$ cat src/rtl/v_logic_issue_seq_if.sv
// Bus bundle for the vector logic operand sequencer.
// Groups the command handshake, register-file read port, ALU request port,
// ALU response strobe and the busy/done status.
//   master : the sequencer (drives cmd_ready, rd_*, alu_*, busy, done)
//   slave  : the surrounding dispatch / register file / ALU environment
interface v_logic_issue_seq_if #(
  parameter int unsigned DATA_WIDTH  = 64,
  parameter int unsigned ADDR_WIDTH  = 32,
  parameter int unsigned LEN_WIDTH   = 16,
  parameter int unsigned OPSEL_WIDTH = 2
);
  logic                   cmd_valid;
  logic                   cmd_ready;
  logic [OPSEL_WIDTH-1:0] cmd_op;
  logic [ADDR_WIDTH-1:0]  cmd_vs1;
  logic [ADDR_WIDTH-1:0]  cmd_vs2;
  logic [ADDR_WIDTH-1:0]  cmd_vd;
  logic [LEN_WIDTH-1:0]   cmd_len;

  logic                   rd_en;
  logic                   rd_gnt;
  logic [ADDR_WIDTH-1:0]  rd_addr0;
  logic [ADDR_WIDTH-1:0]  rd_addr1;
  logic [DATA_WIDTH-1:0]  rd_data0;
  logic [DATA_WIDTH-1:0]  rd_data1;

  logic                   alu_valid;
  logic [DATA_WIDTH-1:0]  alu_vec0;
  logic [DATA_WIDTH-1:0]  alu_vec1;
  logic [OPSEL_WIDTH-1:0] alu_opSel;
  logic [ADDR_WIDTH-1:0]  alu_addr;
  logic                   alu_resp_valid;

  logic                   busy;
  logic                   done;

  modport master (
    input  cmd_valid, cmd_op, cmd_vs1, cmd_vs2, cmd_vd, cmd_len,
    input  rd_gnt, rd_data0, rd_data1, alu_resp_valid,
    output cmd_ready, rd_en, rd_addr0, rd_addr1,
    output alu_valid, alu_vec0, alu_vec1, alu_opSel, alu_addr,
    output busy, done
  );

  modport slave (
    output cmd_valid, cmd_op, cmd_vs1, cmd_vs2, cmd_vd, cmd_len,
    output rd_gnt, rd_data0, rd_data1, alu_resp_valid,
    input  cmd_ready, rd_en, rd_addr0, rd_addr1,
    input  alu_valid, alu_vec0, alu_vec1, alu_opSel, alu_addr,
    input  busy, done
  );
endinterface

$ cat src/rtl/v_logic_issue_seq.sv
// Operand sequencer for the pipelined vector AND/OR/XOR unit.
// Accepts one vector command, reads operand pairs from the register file one
// beat per granted cycle, forwards each pair to the ALU the following cycle
// with its destination address, and counts ALU results back, pulsing done
// once all beats have returned.
// Ports:
//   clk : rising-edge clock
//   rst : asynchronous active-low reset
//   bus : v_logic_issue_seq_if.master (command, RF read, ALU request/response,
//         busy/done status)
module v_logic_issue_seq #(
  parameter int unsigned DATA_WIDTH  = 64,
  parameter int unsigned ADDR_WIDTH  = 32,
  parameter int unsigned LEN_WIDTH   = 16,
  parameter int unsigned OPSEL_WIDTH = 2
) (
  input logic              clk,
  input logic              rst,
  v_logic_issue_seq_if.master bus
);

  typedef enum logic [1:0] {
    S_IDLE  = 2'd0,
    S_READ  = 2'd1,
    S_DRAIN = 2'd2
  } state_t;

  localparam logic [LEN_WIDTH-1:0] LEN_ONE = LEN_WIDTH'(1);

  state_t                 state_q, state_d;
  logic [OPSEL_WIDTH-1:0] op_q, op_d;
  logic [ADDR_WIDTH-1:0]  vs1_q, vs1_d;
  logic [ADDR_WIDTH-1:0]  vs2_q, vs2_d;
  logic [ADDR_WIDTH-1:0]  vd_q, vd_d;
  logic [LEN_WIDTH-1:0]   len_q, len_d;
  logic [LEN_WIDTH-1:0]   i_q, i_d;
  logic [LEN_WIDTH-1:0]   r_q, r_d;
  logic                   iss_q, iss_d;
  logic [ADDR_WIDTH-1:0]  iss_addr_q, iss_addr_d;
  logic                   done_q, done_d;
  // Holds cmd_ready low until the first clock edge after reset release.
  logic                   init_q, init_d;

  logic                   r_inc;
  logic [LEN_WIDTH-1:0]   r_next;

  always_comb begin
    state_d    = state_q;
    op_d       = op_q;
    vs1_d      = vs1_q;
    vs2_d      = vs2_q;
    vd_d       = vd_q;
    len_d      = len_q;
    i_d        = i_q;
    r_d        = r_q;
    iss_d      = 1'b0;
    iss_addr_d = iss_addr_q;
    done_d     = 1'b0;
    init_d     = 1'b1;

    // Responses only count while a command is live, and never past len.
    r_inc  = bus.alu_resp_valid && (state_q != S_IDLE) && (r_q != len_q);
    r_next = r_q + (r_inc ? LEN_ONE : '0);

    unique case (state_q)
      S_IDLE: begin
        if (bus.cmd_valid && init_q) begin
          op_d  = bus.cmd_op;
          vs1_d = bus.cmd_vs1;
          vs2_d = bus.cmd_vs2;
          vd_d  = bus.cmd_vd;
          len_d = bus.cmd_len;
          i_d   = '0;
          r_d   = '0;
          if (bus.cmd_len == '0) begin
            done_d = 1'b1;
          end else begin
            state_d = S_READ;
          end
        end
      end
      S_READ: begin
        r_d = r_next;
        if (bus.rd_gnt) begin
          iss_d      = 1'b1;
          iss_addr_d = vd_q + ADDR_WIDTH'(i_q);
          i_d        = i_q + LEN_ONE;
          if (i_q == len_q - LEN_ONE) begin
            state_d = S_DRAIN;
          end
        end
      end
      S_DRAIN: begin
        r_d = r_next;
        if (r_next == len_q) begin
          state_d = S_IDLE;
          done_d  = 1'b1;
        end
      end
      default: begin
        state_d = S_IDLE;
      end
    endcase
  end

  always_ff @(posedge clk or negedge rst) begin
    if (!rst) begin
      state_q    <= S_IDLE;
      op_q       <= '0;
      vs1_q      <= '0;
      vs2_q      <= '0;
      vd_q       <= '0;
      len_q      <= '0;
      i_q        <= '0;
      r_q        <= '0;
      iss_q      <= 1'b0;
      iss_addr_q <= '0;
      done_q     <= 1'b0;
      init_q     <= 1'b0;
    end else begin
      state_q    <= state_d;
      op_q       <= op_d;
      vs1_q      <= vs1_d;
      vs2_q      <= vs2_d;
      vd_q       <= vd_d;
      len_q      <= len_d;
      i_q        <= i_d;
      r_q        <= r_d;
      iss_q      <= iss_d;
      iss_addr_q <= iss_addr_d;
      done_q     <= done_d;
      init_q     <= init_d;
    end
  end

  assign bus.cmd_ready = (state_q == S_IDLE) && init_q;
  assign bus.busy      = (state_q != S_IDLE);
  assign bus.done      = done_q;
  assign bus.rd_en     = (state_q == S_READ);
  assign bus.rd_addr0  = bus.rd_en ? (vs1_q + ADDR_WIDTH'(i_q)) : '0;
  assign bus.rd_addr1  = bus.rd_en ? (vs2_q + ADDR_WIDTH'(i_q)) : '0;

  // RF data arrives the cycle after the grant, aligned with iss_q.
  assign bus.alu_valid = iss_q;
  assign bus.alu_vec0  = iss_q ? bus.rd_data0 : '0;
  assign bus.alu_vec1  = iss_q ? bus.rd_data1 : '0;
  assign bus.alu_opSel = iss_q ? op_q : '0;
  assign bus.alu_addr  = iss_q ? iss_addr_q : '0;

endmodule

$ cat src/flat_wrapper.sv
// flat-port wrapper written by rule: the top's interface ports become plain ports
module v_logic_issue_seq_flat 
#(
  parameter int unsigned DATA_WIDTH  = 64,
  parameter int unsigned ADDR_WIDTH  = 32,
  parameter int unsigned LEN_WIDTH   = 16,
  parameter int unsigned OPSEL_WIDTH = 2
)
  (clk, rst, bus_cmd_valid, bus_cmd_op, bus_cmd_vs1, bus_cmd_vs2, bus_cmd_vd, bus_cmd_len, bus_rd_gnt, bus_rd_data0, bus_rd_data1, bus_alu_resp_valid, bus_cmd_ready, bus_rd_en, bus_rd_addr0, bus_rd_addr1, bus_alu_valid, bus_alu_vec0, bus_alu_vec1, bus_alu_opSel, bus_alu_addr, bus_busy, bus_done);
  v_logic_issue_seq_if #(.DATA_WIDTH(DATA_WIDTH), .ADDR_WIDTH(ADDR_WIDTH), .LEN_WIDTH(LEN_WIDTH), .OPSEL_WIDTH(OPSEL_WIDTH)) bus_i ();
  input logic clk;
  input logic rst;
  input wire logic [$bits(bus_i.cmd_valid)-1:0] bus_cmd_valid;
  input wire logic [$bits(bus_i.cmd_op)-1:0] bus_cmd_op;
  input wire logic [$bits(bus_i.cmd_vs1)-1:0] bus_cmd_vs1;
  input wire logic [$bits(bus_i.cmd_vs2)-1:0] bus_cmd_vs2;
  input wire logic [$bits(bus_i.cmd_vd)-1:0] bus_cmd_vd;
  input wire logic [$bits(bus_i.cmd_len)-1:0] bus_cmd_len;
  input wire logic [$bits(bus_i.rd_gnt)-1:0] bus_rd_gnt;
  input wire logic [$bits(bus_i.rd_data0)-1:0] bus_rd_data0;
  input wire logic [$bits(bus_i.rd_data1)-1:0] bus_rd_data1;
  input wire logic [$bits(bus_i.alu_resp_valid)-1:0] bus_alu_resp_valid;
  output wire logic [$bits(bus_i.cmd_ready)-1:0] bus_cmd_ready;
  output wire logic [$bits(bus_i.rd_en)-1:0] bus_rd_en;
  output wire logic [$bits(bus_i.rd_addr0)-1:0] bus_rd_addr0;
  output wire logic [$bits(bus_i.rd_addr1)-1:0] bus_rd_addr1;
  output wire logic [$bits(bus_i.alu_valid)-1:0] bus_alu_valid;
  output wire logic [$bits(bus_i.alu_vec0)-1:0] bus_alu_vec0;
  output wire logic [$bits(bus_i.alu_vec1)-1:0] bus_alu_vec1;
  output wire logic [$bits(bus_i.alu_opSel)-1:0] bus_alu_opSel;
  output wire logic [$bits(bus_i.alu_addr)-1:0] bus_alu_addr;
  output wire logic [$bits(bus_i.busy)-1:0] bus_busy;
  output wire logic [$bits(bus_i.done)-1:0] bus_done;
  assign bus_i.cmd_valid = bus_cmd_valid;
  assign bus_i.cmd_op = bus_cmd_op;
  assign bus_i.cmd_vs1 = bus_cmd_vs1;
  assign bus_i.cmd_vs2 = bus_cmd_vs2;
  assign bus_i.cmd_vd = bus_cmd_vd;
  assign bus_i.cmd_len = bus_cmd_len;
  assign bus_i.rd_gnt = bus_rd_gnt;
  assign bus_i.rd_data0 = bus_rd_data0;
  assign bus_i.rd_data1 = bus_rd_data1;
  assign bus_i.alu_resp_valid = bus_alu_resp_valid;
  assign bus_cmd_ready = bus_i.cmd_ready;
  assign bus_rd_en = bus_i.rd_en;
  assign bus_rd_addr0 = bus_i.rd_addr0;
  assign bus_rd_addr1 = bus_i.rd_addr1;
  assign bus_alu_valid = bus_i.alu_valid;
  assign bus_alu_vec0 = bus_i.alu_vec0;
  assign bus_alu_vec1 = bus_i.alu_vec1;
  assign bus_alu_opSel = bus_i.alu_opSel;
  assign bus_alu_addr = bus_i.alu_addr;
  assign bus_busy = bus_i.busy;
  assign bus_done = bus_i.done;
  v_logic_issue_seq #(.DATA_WIDTH(DATA_WIDTH), .ADDR_WIDTH(ADDR_WIDTH), .LEN_WIDTH(LEN_WIDTH), .OPSEL_WIDTH(OPSEL_WIDTH)) u_core (.clk(clk), .rst(rst), .bus(bus_i));
endmodule
$ cat config.mk
export PLATFORM = sky130hd
export DESIGN_NAME = v_logic_issue_seq_flat
export DESIGN_NICKNAME = d
export VERILOG_FILES = /design/src/rtl/v_logic_issue_seq_if.sv /design/src/rtl/v_logic_issue_seq.sv /design/src/flat_wrapper.sv
export SDC_FILE = /design/constraint.sdc
export NUM_CORES = 1
export LEC_CHECK = 0
export CAP_MARGIN = 20
export CORE_AREA = 2 2 187 189
export CTS_BUF_LIST = sky130_fd_sc_hd__clkbuf_16
export DETAILED_ROUTE_END_ITERATION = 8
export DIE_AREA = 0 0 189 191
export PLACE_DENSITY_LB_ADDON = 0.3
export SETUP_SLACK_MARGIN = 0.5
export SLEW_MARGIN = 20
export SYNTH_ARGS = -nofsm -noshare
export SYNTH_HDL_FRONTEND = slang
export SYNTH_SLANG_ARGS = --single-unit
$ cat constraint.sdc
create_clock -name clk -period 4 [get_ports clk]
set_input_delay 0.8 -clock clk [delete_from_list [all_inputs] [get_ports clk]]
set_output_delay 0.8 -clock clk [all_outputs]
set_load 0.05 [all_outputs]
==> results.yml, run 1 <==
status:
  status: "finished with violations"
  violations: "setup timing"
global_route:
  grt_pass1_wl_mm: 84.0
  grt_max_degree: 79
  grt_use_total_pct: 31.3
  antenna_found_initial: 24
  grt_overflow: 0
  grt_pass1_vias: 13400
die:
  start_util_pct: 38.0
  io_pins: 478
  die_area_mm2: 0.0361
  fp-row-count: 68
  fp.coreArea_mm2: 0.0341
  die_y_um: 191
  die_w_um: 189
layout:
  fin_nets: 2285
  drive_gt1_share_pct: 26.7
  areaGrowthSynthToFinish_pct: 66.5
  fill_cells: 2725
pwr:
  finalPower_w: 0.0137
  ir_drop_mv: 0.444
  p_leak_nw: 8.86
  p_per_area_mw_per_mm2: 635
logic_synthesis:
  yosysUniqueCellTypes: 75
  synth-async-reset-ratio_pct: 100
  synth-edff-count: 0
  yosys_warnings: 0
  yosysTopAreaCell: "dfrtp_1"
  synth_top_flop_cell: "dfrtp_1"
  ys_ff_latch: 183
  synth_area_leaders: "dfrtp_1, mux2_2, and2_1, ha_1, xnor2_1"
  syn_area_mm2: 0.0130
  ys_seq_area_share_pct: 35.3
  syn_inst: 1430
  postSynthAreaPerCell_um2: 9.07
  synth_top_area_share_pct: 35.3
  postSynthNetCount: 1735
route:
  vias: 13400
  wl_mm: 58.3
  drc: 0
  drt_first_pass_iters: 5
  avgRoutedWirePerCell_um: 23.7
  drt-initial-drc-count: 804
  ant_nets: 0
  viasPerCell: 5.44
cts:
  clk_pin_slew_ns: 0.08
  insertion_delay_ns: 0.46
  cts-buffers-inserted: 17
  clock-sinks: 183
  ctsHoldBuffers: 0
  htreeDepth: 4
  root_buffer: "clkbuf_16"
  tritoncts: "yes"
  cts_max_path_buffers: 2
setup_path:
  crit_start: "u_core.i_q[0]$_DFFE_PN0P_"
  criticalPathCategory: "flip-flop to output pin"
  rr_startpoint: "u_core.len_q[9]$_DFFE_PN0P_"
  worst_path_largest_cell_delay_ns: 0.45
  start_kind: "flip-flop"
  crit_required_ns: 3.20
  cp_data_arrival_time_ns: 3.32
  slowest_stage: "dfrtp_2"
  crit_chain: "buf_4 > ha_4 > fa_2 > a21o_1 > a21oi_2 > o21ai_2 > a41o_4 > a311oi_4 > nor3_2 > xnor2_2 > nor2_4 > buf_12"
  cp_max_fo: 4
  end_kind: "output pin"
placement:
  port_buffers: 477
  pre_cts_slack_ns: 0.137
  globalplace.congestion: 0.954
  dp_hpwl_mm: 45.4
sta:
  post-route-period-util_pct: 103
  fin_worst_skew_ns: 0.0174
  rsz0062_at_grt: "true"
  fin_crit_ns: 4.12
  tightest_slew_ns: 0.802
  slew_viol_final: 0
  max_freq_ghz: 0.243
  setup_slack_ns: -0.122
  final_hold_viol_count: 0
  max_slew_margin_pct: 46.6
  setup_viol: 16
  fin_hold_ws_ns: 0.282
run:
  maxCapViolations: 0
hold_path:
  min_path_type: "primary input to async pin"
## area by class of cell
class | instances | area, um2 | area share, %
inverters | 34 | 128 | 0.591
well taps | 455 | 569 | 2.64
clock inverters | 15 | 138 | 0.637
diodes | 11 | 27.5 | 0.127
clock buffers | 17 | 425 | 1.97
flip-flops and latches | 183 | 4600 | 21.3
multi-input cells | 1144 | 9290 | 43.0
repair buffers | 600 | 6420 | 29.7
## repair_timing
item / 4_1_cts / 5_1_grt
setup buffers: 50 / 20
setup endpoints to repair: 53 / 70
pin swaps: 70 / 63
gates resized for setup: 131 / 64
## registers in the layout, indices dropped and copies added (netlist names), 2 cells and up
signal             cells
u_core.iss_addr_q     32
u_core.vd_q           32
u_core.vs1_q          32
u_core.vs2_q          32
u_core.i_q            16
u_core.len_q          16
u_core.r_q            16
u_core.op_q            2
u_core.state_q         2
## worst max-delay path: cells and delay by family, from the launching register on
family / cells / cell delay, ns
AO/OA/AOI/OAI: 5 / 1.17
buffers and inverters: 2 / 0.33
XOR/XNOR: 1 / 0.23
AND/OR/NAND/NOR: 2 / 0.18
adder cells (fa/ha/maj): 2 / 0.51
flip-flops: 1 / 0.45
## cells in the final DEF (no fill, tap or decap), drive strengths merged, types with 7 or more instances in the layout
master / synthesis / routed
mux2i: 9 / 9
inv: 33 / 41
nor3b: 7 / 7
nor4: 16 / 16
xnor2: 77 / 77
ha: 55 / 55
a21o: 29 / 29
a21oi: 67 / 67
nand2: 119 / 119
o21a: 9 / 9
a21boi: 8 / 8
xor2: 48 / 48
clkbuf: 55 / 18
and2: 173 / 173
clkdlybuf4s50: 0 / 413
nand2b: 10 / 10
diode: 0 / 11
or3: 15 / 15
o21ai: 77 / 77
buf: 14 / 183
nand4: 17 / 17
dfrtp: 183 / 183
nand3: 32 / 32
mux2: 115 / 115
a31oi: 11 / 11
nor3: 32 / 32
nor2: 97 / 97
o31ai: 14 / 14
and3: 27 / 27
## worst paths after layout
path                                                     endpoint  slack [ns]  depth (start not counted)
worst min register to register  u_core.iss_addr_q[20]$_DFFE_PN0P_        0.48                          2
max in group asynchronous               u_core.r_q[6]$_DFFE_PN0P_        2.84                          2
worst min-delay path                 u_core.vs1_q[22]$_DFFE_PN0P_        0.28                          1
worst max register to register      u_core.state_q[0]$_DFFE_PN0P_        0.37                         15
worst max-delay path                             bus_rd_addr1[22]       -0.12                         12
min in group clk                u_core.iss_addr_q[20]$_DFFE_PN0P_        0.48                          2
## where the power goes
part,switching (W),total [W],leakage (nW),internal [W]
Clock,0.000875,0.00170,0.265,0.000823
Sequential,0.000837,0.00346,2.24,0.00262
Combinational,0.00485,0.00855,6.35,0.00370
## cell families (layout without fill, tap and decap cells)
group	Yosys count	count (layout)	synth area share (%)
AND/OR/NAND/NOR	564	564	23.2
AO/OA/AOI/OAI	272	272	13.4
flip-flops	183	183	35.3
XOR/XNOR	125	125	8.50
multiplexers	124	124	10.7
buffers and inverters	103	666	3.08
adder cells (fa/ha/maj)	58	58	5.77
other	1	12	0.0289
## layer usage
metal  up-vias  wire, um  GRT usage (%)
met2       546     29600           54.6
met4        12      2390           14.9
met5         -        82              0
li1       6142         -              -
met1      6570     21900           35.2
met3       110      4290           8.79
## through the flow
step           instances  TNS, ns  area (um2)  util (%)
6_report            2459    -1.01       21600      63.3
3_3_place_gp        2346        0       19400      57.0
5_1_grt             2458    -2.94       21600      63.3
4_1_cts             2428   -0.538       21100      61.7
2_1_floorplan       1430        0       13300         -
3_5_place_dp        2346        0       19400      57.0
## cell usage after synthesis (4+ instances only)
master,number
buf_1,6
nand3_1,31
nand4_1,17
buf_2,7
o31ai_1,13
nor4_1,11
nand2_1,119
or3_1,15
nor2b_1,5
ha_1,55
mux2_2,115
mux2i_1,9
a21boi_0,5
nor3b_1,6
o21ai_1,9
inv_1,33
dfrtp_1,183
nor3_1,31
nor2_1,97
o211ai_1,6
o21ai_0,68
xnor2_1,77
or4_1,4
nand2b_1,10
and2_1,173
xor2_1,47
a21oi_1,67
a21o_1,29
a211oi_1,6
o21a_1,9
nor4_2,4
a31oi_1,11
o21bai_1,6
and3_1,27
clkbuf_1,55
Power figures use the tool's default switching activity.
==> run 2: changes to the inputs <==
Settings changed: REMOVE_ABC_BUFFERS set to 1.
==> run 2 against run 1 <==
  * Worst hold slack better by 0.16 ns
  * Via count up 0.34%
  * Die area unchanged
  * Non-clock buffer count down 12
  * Critical path depth unchanged
  * The flow still finishes with violations (setup timing)
  * Sequential cell count unchanged
  * Cell area down 1.3%
  * Largest power group unchanged
  * Count of clock-buffer cells in the layout unchanged
  * Setup slack better by 0.0037 ns
==> results.yml, run 2 (synthesis gave the netlist of run 1 again) <==
global_route:
  grt_overflow: 0
  grt_pass1_wl_mm: 84.3
  grt_pass1_vias: 13000
  grt_use_total_pct: 31.7
  grt_max_degree: 95
  antenna_found_initial: 21
sta:
  max_slew_margin_pct: 38.3
  fin_worst_skew_ns: 0.0154
  fin_crit_ns: 4.12
  tightest_slew_ns: 0.922
  slew_viol_final: 0
  finalSetupTns_ns: -1.11
  final_hold_viol_count: 0
  max_freq_ghz: 0.243
  post-route-period-util_pct: 103
  setup_slack_ns: -0.118
  setup_viol: 17
  rsz0062_at_grt: "true"
die:
  io_pins: 478
  fp.coreArea_mm2: 0.0341
  die_y_um: 191
  die_area_mm2: 0.0361
  die_w_um: 189
  fp-row-count: 68
  start_util_pct: 38.0
route:
  ant_nets: 0
  wl_mm: 59.9
  vias: 13400
  avgRoutedWirePerCell_um: 24.5
  drc: 0
  drt_first_pass_iters: 5
  drt-initial-drc-count: 889
  viasPerCell: 5.50
layout:
  fin_nets: 2273
  areaGrowthSynthToFinish_pct: 64.4
  fill_cells: 2775
  postLayoutCoreUtil_pct: 62.5
  drive_gt1_share_pct: 24.6
  final_common_cell: "clkdlybuf4s50_1"
  final_cell_mix: "clkdlybuf4s50_1, dfrtp_1, and2_1, mux2_2, nand2_1"
  layout.cells.non_filler: 2442
pwr:
  finalPower_w: 0.0136
  p_leak_nw: 8.86
  ir_drop_mv: 0.467
  p_per_area_mw_per_mm2: 639
setup_path:
  criticalPathCategory: "flip-flop to output pin"
  crit_required_ns: 3.20
  cp_max_fo: 7
  cp_data_arrival_time_ns: 3.32
  end_kind: "output pin"
  start_kind: "flip-flop"
cts:
  insertion_delay_ns: 0.46
  clock-sinks: 183
  tritoncts: "yes"
  cts_max_path_buffers: 2
  htreeDepth: 4
  root_buffer: "clkbuf_16"
  cts-buffers-inserted: 17
  clk_pin_slew_ns: 0.08
placement:
  dpl.cell_count: 2361
  dp_hpwl_mm: 47.3
  port_buffers: 477
  globalplace.congestion: 0.927
hold_path:
  min_path_type: "primary input to async pin"
status:
  status: "finished with violations"
  violations: "setup timing"
run:
  maxCapViolations: 0
run 2: cell types whose count changed in the layout (fill, tap and decap cells not counted), sizes merged:
cell           before  now
clkdlybuf4s50     413  415
clkbuf             18   20
bufbuf              0    6
diode              11    6
clkinv              4    9
dlymetal6s2s        2    0
clkinvlp            4    2
buf               183  163
inv                41   37
bufinv              0    1
run 2: worst max-delay path, cell delays in order (launching register included):
cell and delay (ns):
dfrtp_1 0.43, buf_6 0.14, fa_2 0.38, a21o_1 0.17
a21oi_2 0.15, o21bai_1 0.11, a2111o_1 0.41, a41o_4 0.32
buf_6 0.14, nand3_2 0.07, o21ai_2 0.06, mux2i_1 0.17
bufbuf_16 0.30
run 2: final cells by class:
type	instances	area [um2]	area share, %
clock inverter	15	129	0.605
inverter	34	129	0.605
antenna	6	15.0	0.0704
tap	455	569	2.67
sequential	183	4590	21.5
multi-input combinational	1144	9030	42.4
clock buffer	17	425	2.00
timing repair buffer	588	6430	30.2
run 2: power by group:
group          total [W]  switching (W)  internal [W]  leakage [nW]
Sequential       0.00347       0.000843       0.00262          2.26
Combinational    0.00846        0.00478       0.00368          6.33
Clock            0.00168       0.000822      0.000859         0.273
Total             0.0136        0.00645       0.00717          8.86
run 2: worst paths after layout:
path,from,cells past startpoint,endpoint,slack [ns]
setup / recovery,u_core.i_q[1]$_DFFE_PN0P_,12,bus_rd_addr0[26],-0.12
hold / removal,rst,1,u_core.vs1_q[26]$_DFFE_PN0P_,0.44
setup reg to reg,u_core.r_q[1]$_DFFE_PN0P_,15,u_core.state_q[0]$_DFFE_PN0P_,0.52
hold reg to reg,u_core.iss_addr_q[25]$_DFFE_PN0P_,2,u_core.iss_addr_q[25]$_DFFE_PN0P_,0.48
max in group asynchronous,rst,2,u_core.iss_addr_q[29]$_DFFE_PN0P_,2.79
min in group clk,u_core.iss_addr_q[25]$_DFFE_PN0P_,2,u_core.iss_addr_q[25]$_DFFE_PN0P_,0.48
run 2: per-stage QoR:
step                hold slack [ns]  cell area (um2)  worst slack (ns)
finish                        0.442            21300            -0.118
detailed placement            0.467            19200            0.0997
global route                  0.492            21300            -0.217
floorplan                     0.438            12700             -1.02
global placement              0.455            19200             0.148
CTS                           0.452            20600           -0.0464
run 2: timing repair:
action | 4_1_cts | 5_1_grt
setup buffers | 26 | 17
endpoints found under the setup margin | 56 | 56
hold buffers | 0 | 0
pin swaps | 75 | 62
gates resized for setup | 138 | 107
run 2: routing by layer:
metal	track usage [%]	wire length, um
met5	0	73
met4	11.4	2200
met3	7.67	4390
met2	53.3	29000
met1	39.7	24300
